`src/rtl/seq_pkg.sv`:
```
// Shared definitions for the microcode sequencer:
// opcodes, control-word bit positions and the control-word type.
package seq_pkg;

  localparam logic [3:0] OP_NOP = 4'd0;
  localparam logic [3:0] OP_LDA = 4'd1;
  localparam logic [3:0] OP_ADD = 4'd2;
  localparam logic [3:0] OP_SUB = 4'd3;
  localparam logic [3:0] OP_STA = 4'd4;
  localparam logic [3:0] OP_LDI = 4'd5;
  localparam logic [3:0] OP_JMP = 4'd6;
  localparam logic [3:0] OP_JC  = 4'd7;
  localparam logic [3:0] OP_JZ  = 4'd8;
  localparam logic [3:0] OP_JNZ = 4'd9;
  localparam logic [3:0] OP_OUT = 4'd14;
  localparam logic [3:0] OP_HLT = 4'd15;

  localparam int CB_HLT  = 15;
  localparam int CB_MI   = 14;
  localparam int CB_RI   = 13;
  localparam int CB_RO   = 12;
  localparam int CB_IO   = 11;
  localparam int CB_II   = 10;
  localparam int CB_AI   = 9;
  localparam int CB_AO   = 8;
  localparam int CB_SUMO = 7;
  localparam int CB_SUB  = 6;
  localparam int CB_BI   = 5;
  localparam int CB_OI   = 4;
  localparam int CB_CE   = 3;
  localparam int CB_CO   = 2;
  localparam int CB_J    = 1;
  localparam int CB_FI   = 0;

  typedef struct packed {
    logic hlt;
    logic mi;
    logic ri;
    logic ro;
    logic io;
    logic ii;
    logic ai;
    logic ao;
    logic sumo;
    logic sub;
    logic bi;
    logic oi;
    logic ce;
    logic co;
    logic j;
    logic fi;
  } ctrl_t;

  function automatic logic [15:0] cb(input int idx);
    return 16'(1) << idx;
  endfunction

  localparam logic [15:0] W_HLT = 16'h8000;
  localparam logic [15:0] W_MI  = 16'h4000;
  localparam logic [15:0] W_RI  = 16'h2000;
  localparam logic [15:0] W_RO  = 16'h1000;
  localparam logic [15:0] W_IO  = 16'h0800;
  localparam logic [15:0] W_II  = 16'h0400;
  localparam logic [15:0] W_AI  = 16'h0200;
  localparam logic [15:0] W_AO  = 16'h0100;
  localparam logic [15:0] W_SUM = 16'h0080;
  localparam logic [15:0] W_SUB = 16'h0040;
  localparam logic [15:0] W_BI  = 16'h0020;
  localparam logic [15:0] W_OI  = 16'h0010;
  localparam logic [15:0] W_CE  = 16'h0008;
  localparam logic [15:0] W_CO  = 16'h0004;
  localparam logic [15:0] W_J   = 16'h0002;
  localparam logic [15:0] W_FI  = 16'h0001;

  localparam logic [15:0] W_FETCH0 = W_MI | W_CO;
  localparam logic [15:0] W_FETCH1 = W_RO | W_II | W_CE;

endpackage

```
`src/rtl/microcode_rom.sv`:
```
// Combinational microcode table: (opcode, step, flags) -> control word
// plus a flag marking the opcode's last defined step.
module microcode_rom
  import seq_pkg::*;
#(
  parameter int OPC_W = 4,
  parameter int SW    = 3
) (
  input  logic [OPC_W-1:0] opcode,
  input  logic [SW-1:0]    step,
  input  logic             cf,
  input  logic             zf,
  output ctrl_t            word,
  output logic             last
);

  logic [15:0] e0;
  logic [15:0] e1;
  logic [15:0] e2;
  logic [2:0]  n;
  logic [3:0]  s;
  logic [15:0] w;

  always_comb begin
    e0 = '0;
    e1 = '0;
    e2 = '0;
    n  = 3'd0;
    unique case (1'b1)
      opcode == OPC_W'(OP_LDA): begin
        n  = 3'd2;
        e0 = W_MI | W_IO;
        e1 = W_RO | W_AI;
      end
      opcode == OPC_W'(OP_ADD): begin
        n  = 3'd3;
        e0 = W_MI | W_IO;
        e1 = W_RO | W_BI;
        e2 = W_AI | W_SUM | W_FI;
      end
      opcode == OPC_W'(OP_SUB): begin
        n  = 3'd3;
        e0 = W_MI | W_IO;
        e1 = W_RO | W_BI;
        e2 = W_AI | W_SUM | W_SUB | W_FI;
      end
      opcode == OPC_W'(OP_STA): begin
        n  = 3'd2;
        e0 = W_MI | W_IO;
        e1 = W_AO | W_RI;
      end
      opcode == OPC_W'(OP_LDI): begin
        n  = 3'd1;
        e0 = W_IO | W_AI;
      end
      opcode == OPC_W'(OP_JMP): begin
        n  = 3'd1;
        e0 = W_IO | W_J;
      end
      opcode == OPC_W'(OP_JC): begin
        n  = 3'd1;
        e0 = cf ? (W_IO | W_J) : 16'h0;
      end
      opcode == OPC_W'(OP_JZ): begin
        n  = 3'd1;
        e0 = zf ? (W_IO | W_J) : 16'h0;
      end
      opcode == OPC_W'(OP_JNZ): begin
        n  = 3'd1;
        e0 = !zf ? (W_IO | W_J) : 16'h0;
      end
      opcode == OPC_W'(OP_OUT): begin
        n  = 3'd1;
        e0 = W_AO | W_OI;
      end
      opcode == OPC_W'(OP_HLT): begin
        n  = 3'd1;
        e0 = W_HLT;
      end
      default: begin
        n = 3'd0;
      end
    endcase
  end

  always_comb begin
    s = 4'(step);
    w = '0;
    if (s == 4'd0)
      w = W_FETCH0;
    else if (s == 4'd1)
      w = W_FETCH1;
    else if (s == 4'd2 && n > 3'd0)
      w = e0;
    else if (s == 4'd3 && n > 3'd1)
      w = e1;
    else if (s == 4'd4 && n > 3'd2)
      w = e2;
  end

  assign word = ctrl_t'(w);
  assign last = (s == ({1'b0, n} + 4'd1));

endmodule

```
`src/rtl/microcode_sequencer.sv`:
```
// Microstep counter, halt latch and registered control outputs;
// all state moves on the falling clock edge.
module microcode_sequencer
  import seq_pkg::*;
#(
  parameter int INSN_W    = 8,
  parameter int OPC_W     = 4,
  parameter int MAX_STEPS = 6,
  parameter int EARLY_END = 1,
  localparam int SW       = $clog2(MAX_STEPS)
) (
  input  logic              clk,
  input  logic              rst,
  input  logic [INSN_W-1:0] insn,
  input  logic              prog_mode,
  input  logic              cf,
  input  logic              zf,
  output logic [15:0]       ctrl,
  output logic [SW-1:0]     step,
  output logic              insn_done,
  output logic              halted
);

  localparam logic [SW-1:0] LAST = SW'(MAX_STEPS - 1);

  logic [SW-1:0] cnt;
  ctrl_t         rom_word;
  logic          rom_last;
  logic          wrap;
  logic          unused_insn;

  // Operand bits travel on the bus; only the opcode reaches the ROM.
  assign unused_insn = ^insn;

  microcode_rom #(
    .OPC_W (OPC_W),
    .SW    (SW)
  ) u_rom (
    .opcode (insn[INSN_W-1 -: OPC_W]),
    .step   (cnt),
    .cf     (cf),
    .zf     (zf),
    .word   (rom_word),
    .last   (rom_last)
  );

  assign wrap = (cnt == LAST) || ((EARLY_END != 0) && rom_last);

  always_ff @(negedge clk or negedge rst) begin
    if (!rst) begin
      ctrl      <= '0;
      step      <= '0;
      insn_done <= 1'b0;
      halted    <= 1'b0;
      cnt       <= '0;
    end else if (halted) begin
      insn_done <= 1'b0;
    end else if (prog_mode) begin
      ctrl      <= '0;
      step      <= '0;
      insn_done <= 1'b0;
      cnt       <= '0;
    end else begin
      ctrl      <= rom_word;
      step      <= cnt;
      insn_done <= wrap;
      cnt       <= wrap ? '0 : cnt + SW'(1);
      if (rom_word.hlt)
        halted <= 1'b1;
    end
  end

endmodule

```
`config.mk`:
```
export PLATFORM = sky130hd
export DESIGN_NAME = microcode_sequencer
export DESIGN_NICKNAME = d
export VERILOG_FILES = /design/src/rtl/seq_pkg.sv /design/src/rtl/microcode_rom.sv /design/src/rtl/microcode_sequencer.sv
export SDC_FILE = /design/constraint.sdc
export NUM_CORES = 1
export LEC_CHECK = 0
export CORE_MARGIN = 2
export CORE_UTILIZATION = 45
export DETAILED_ROUTE_END_ITERATION = 6
export PLACE_DENSITY = 0.73
export SLEW_MARGIN = 20
export SYNTH_ARGS = -nofsm -noshare
export SYNTH_HDL_FRONTEND = slang
export SYNTH_SLANG_ARGS = --single-unit
```
`constraint.sdc`:
```
create_clock -name clk -period 4.2 [get_ports clk]
set_input_delay 0.84 -clock clk [delete_from_list [all_inputs] [get_ports clk]]
set_output_delay 0.84 -clock clk [all_outputs]
set_load 0.02 [all_outputs]
```
==> Yosys cells after proc, flatten, opt, wreduce, memory -nomap -nowiden <==
Cells that the tools add are included.
{ "word_totals": {"regBits": 24, "input_bits": 13, "output_inout_bits": 21, "elab_cells": 57} }
{ "op_classes": {"n_addsub": 2, "order_cmp": 3, "eq_ne": 17, "n_mux": 21, "n_reduce_logical": 9} }
{ "ops": {"columns": ["op", "n"], "rows": [
  ["$pmux 16 s8", 1],
  ["$mux 16", 5],
  ["$pmux 14 s3", 1],
  ["$mux 12", 3],
  ["$pmux 10 s2", 1],
  ["$eq 4x3->1 const B", 4],
  ["$eq 4x4->1 const B", 4],
  ["$mux 10", 1],
  ["$mux 3", 3],
  ["$eq 4x2->1 const B", 2],
  ["$reduce_or 7->1", 1],
  ["$eq 3x2->1 const B", 2],
  ["$eq 3x3->1 const B", 2],
  ["$pmux 2 s3", 1],
  ["$mux 1", 5],
  ["$eq 3x4->1", 1],
  ["$eq 4x1->1 const B", 1],
  ["$gt 2x1->1 const B", 2],
  ["$reduce_or 2->1", 2],
  ["$reduce_or 4->1", 1],
  ["$add 2x1->3 const B", 1],
  ["$add 3x1->3 const B", 1],
  ["$eq 3x1->1 const B", 1],
  ["$logic_and 1x1->1", 3],
  ["other kinds (3)", 3]
]} }

==> Depth between registers and ports, before layout <==
Gate-level depths: netlist (run 1).
{ "logic_depth": {"word_depth": 13, "ltp_mapped": 11, "mapped_depth_nobuf": 10} }

==> Hierarchy <==
A second synthesis (run 1) with hierarchy kept.
{ "hier_totals": {"hier_cells": 171, "hier_area_um2": 1475.2} }
{ "modules_own_cells": {"columns": ["module", "n_inst", "cells_per_inst", "area_each_um2", "seq_area_each_um2"], "rows": [
  ["microcode_sequencer", 1, 100, 1017.2, 600.6],
  ["microcode_rom", 1, 71, 457.9, 0.0]
]} }

==> results.sh, run 1 <==
export IMPL_status="finished with violations"
export IMPL_hold_buffers=0
export IMPL_ys_types=44
export IMPL_port_buffers=29
export IMPL_clock_sinks=22
export IMPL_path_max_fanout=5
export IMPL_design_area_um2=2069
export IMPL_yosysTopAreaCell="dfrtn_1"
export IMPL_setup_viol=13
export IMPL_num_antenna_cells=0
export IMPL_num_rows=19
export IMPL_ys_seq_area_share_pct=41.59
export IMPL_ir_drop_mv=0.3919
export IMPL_antenna_found_initial=0
export IMPL_path_clk_slew_ns=0.08
export IMPL_clock_path_buffers=2
export IMPL_drtIter0Drc=40
export IMPL_ys_flop_type="dfrtn_1"
export IMPL_finalWorstSetupSlack_ns=-0.3424
export IMPL_top_layer_used="met4"
export IMPL_core_area_um2=2781
export IMPL_crit_end="ctrl[9]"
export IMPL_pin_count=34
export IMPL_antenna_left=0
export IMPL_gp_congestion=0.8999
export IMPL_synth_commonest_cells="dfrtn_1, nand2_1, nor2_1"
export IMPL_leakage_nw=1.033
export IMPL_yosysMostFrequentCell="dfrtn_1"
export IMPL_ys_top_cells_by_area="dfrtn_1, ha_1, nand2_1"
export IMPL_fin_nets=213
export IMPL_overflow=0
export IMPL_drt_wl_total_um=3634
export IMPL_max_cap_violations=0
export IMPL_first_pass_iters=4
export IMPL_drcViolationCount=0
export IMPL_synth_top_area_share_pct=41.59
export IMPL_crit_start="insn[4]"
export IMPL_violations="negative setup slack"
export IMPL_ff2ff_path_depth=7
export IMPL_drt_vias_per_instance=5.704
export IMPL_r2r_end="ctrl[9]"
export IMPL_final_hold_violation_count=0
export IMPL_htree_levels=1
export IMPL_rrSetupSlack_ns=2.18
export IMPL_place_area_um2=1829
export IMPL_synthArstFlopShare_pct=100.0
export IMPL_wl_met1_um=1535
export IMPL_syn_area_um2=1324
export IMPL_die_w_um=58.24
export IMPL_die_y_um=58.24
export IMPL_cts_made_buffers=3
export IMPL_final_max_slew_viol_count=0
export IMPL_met2_wirelength_um=1908
export IMPL_yosys_warnings=0
export IMPL_crit_arrival_ns=2.59
export IMPL_cts_tree="done"
export IMPL_cp_end_kind="register"
export IMPL_crit_type="in -> reg"
export IMPL_grt_pass1_wl_um=5968
export IMPL_synth_fp_nets=155
export IMPL_grt_pass1_vias=1276
export IMPL_synthCells=135
export IMPL_rsz0062_at_grt="true"
export IMPL_wl_per_cell_um=16.30
export IMPL_ys_seq_elements=22
export IMPL_worst_slew_pin_slew_ns=0.4423
export IMPL_initial_core_util_pct=47.59
export IMPL_fillers=201
export IMPL_clk_latency_ns=0.30
export IMPL_synth_area_per_cell_um2=9.806
export IMPL_grt_use_total_pct=22.88
export IMPL_dpl_hpwl_um=2647
export IMPL_rr_startpoint="cnt[2]"
export IMPL_ctsRootBufferMaster="clkbuf_4"
export IMPL_area_growth_pct=56.33
export IMPL_synth_edf_count=0
export IMPL_num_vias=1272
export IMPL_start_kind="input port"
export IMPL_power_mw=0.8139
export IMPL_drive_gt1_share_pct=38.54
export IMPL_hold_path_class="reg -> reg"
export IMPL_p_per_area_nw_per_um2=393.3
export IMPL_wl_met3_um=145
export IMPL_fin_skew_ns=0.002628
export IMPL_dp_worst_setup_slack_ns=-1.245
export IMPL_worstPathRequired_ns=2.25
export IMPL_relSlewSlack_pct=70.51
export IMPL_fp_dieArea_um2=3391
export IMPL_grt_max_degree=28
## cell type report
type / count / area, um^2 / share of cell area, %
inverter: 5 / 18.77 / 0.9069
tap: 31 / 38.79 / 1.874
sequential: 22 / 550.5 / 26.60
multi-input combinational: 98 / 878.3 / 42.44
clock buffer: 4 / 36.28 / 1.753
timing repair buffer: 63 / 546.8 / 26.42
## cells in the final DEF, fill, tap and decap left out, types with 2 or more instances in the layout
cell	count
nor4bb_1	2
nor3_1	2
a21oi_2	2
inv_1	3
nor2_1	5
nand2b_1	3
a21o_1	2
and4b_1	2
and2_1	2
nand2_1	13
clkbuf_4	3
a21oi_1	3
buf_8	2
a2111oi_4	2
o21ai_1	3
or3b_4	2
ha_4	2
a211o_1	4
a22o_1	2
nand3_1	2
inv_2	2
dfrtn_1	22
buf_6	6
nand2_2	3
clkdlybuf4s50_1	4
dlygate4sd2_1	21
buf_4	30
o31ai_1	5
nor2_4	4
ha_1	5
a32o_1	5
## sequential cells by signal (all words and copies together), names as in the netlist
signal     count
ctrl          14
cnt            3
step           3
halted         1
insn_done      1
## what timing repair did
item                       in CTS  in global routing
gates resized for setup        61                 21
setup buffers                   5                  4
setup endpoints to repair      38                 17
pin swaps                      19                 26
## worst min path at each step
stage,end,depth (start not counted),slack (ns),startpoint
floorplan,cnt[1],1,0.55,cnt[1]
global placement,ctrl[13],2,0.42,ctrl[13]
detailed placement,ctrl[8],2,0.43,ctrl[8]
CTS,ctrl[8],2,0.43,ctrl[8]
global route,step[2],2,0.46,step[2]
finish,ctrl[4],2,0.42,ctrl[4]
## critical path, stage by stage
cell and delay [ns]:
buf_8 0.11, o21ai_1 0.11, or3b_4 0.42, ha_4 0.17, or3b_4 0.41, o2111ai_2 0.21
nor2_2 0.09, a211o_1 0.23
## cell families (layout without fill, tap and decap cells)
kind of cell             after synthesis  count (layout)  share of synthesized area (%)
AND/OR/NAND/NOR                       53              53                          22.78
AO/OA/AOI/OAI                         37              37                          21.83
XOR/XNOR                               1               1                         0.6617
buffers and inverters                 15              72                          6.522
flip-flops                            22              22                          41.59
adder cells (fa/ha/maj)                7               7                          6.616
## per-stage QoR
stage / TNS [ns] / hold slack (ns) / util, % / cells
floorplan: -4.392 / 0.5495 / - / 135
global placement: -15.86 / 0.4230 / 65.77 / 211
detailed placement: -17.05 / 0.4288 / 65.77 / 211
CTS: -2.160 / 0.4271 / 70.45 / 220
global route: -3.025 / 0.4570 / 74.40 / 223
finish: -2.382 / 0.4237 / 74.40 / 223
## where the power goes
group          total [mW]  internal (mW)  switching, mW  leakage, nW
Clock               0.115         0.0529         0.0617       0.0210
Combinational       0.407          0.189          0.218        0.711
Sequential          0.292          0.251         0.0405        0.300
Total               0.814          0.493          0.321         1.03
## routing by layer
| metal | up-vias | global-route usage, % |
|---|---|---|
| li1 | 613 | - |
| met1 | 628 | 29.20 |
| met2 | 27 | 39.77 |
| met3 | 4 | 4.688 |
| met4 | 0 | 5.316 |
| met5 | - | 0 |
Note: power is estimated with default switching activity, not from simulation.
==> run 2: changes to the inputs <==
Settings changed: CTS_CLUSTER_DIAMETER set to 40.
==> results of run 2 <==
Same layout as run 1: the final DEF is identical, and so are final timing and power.
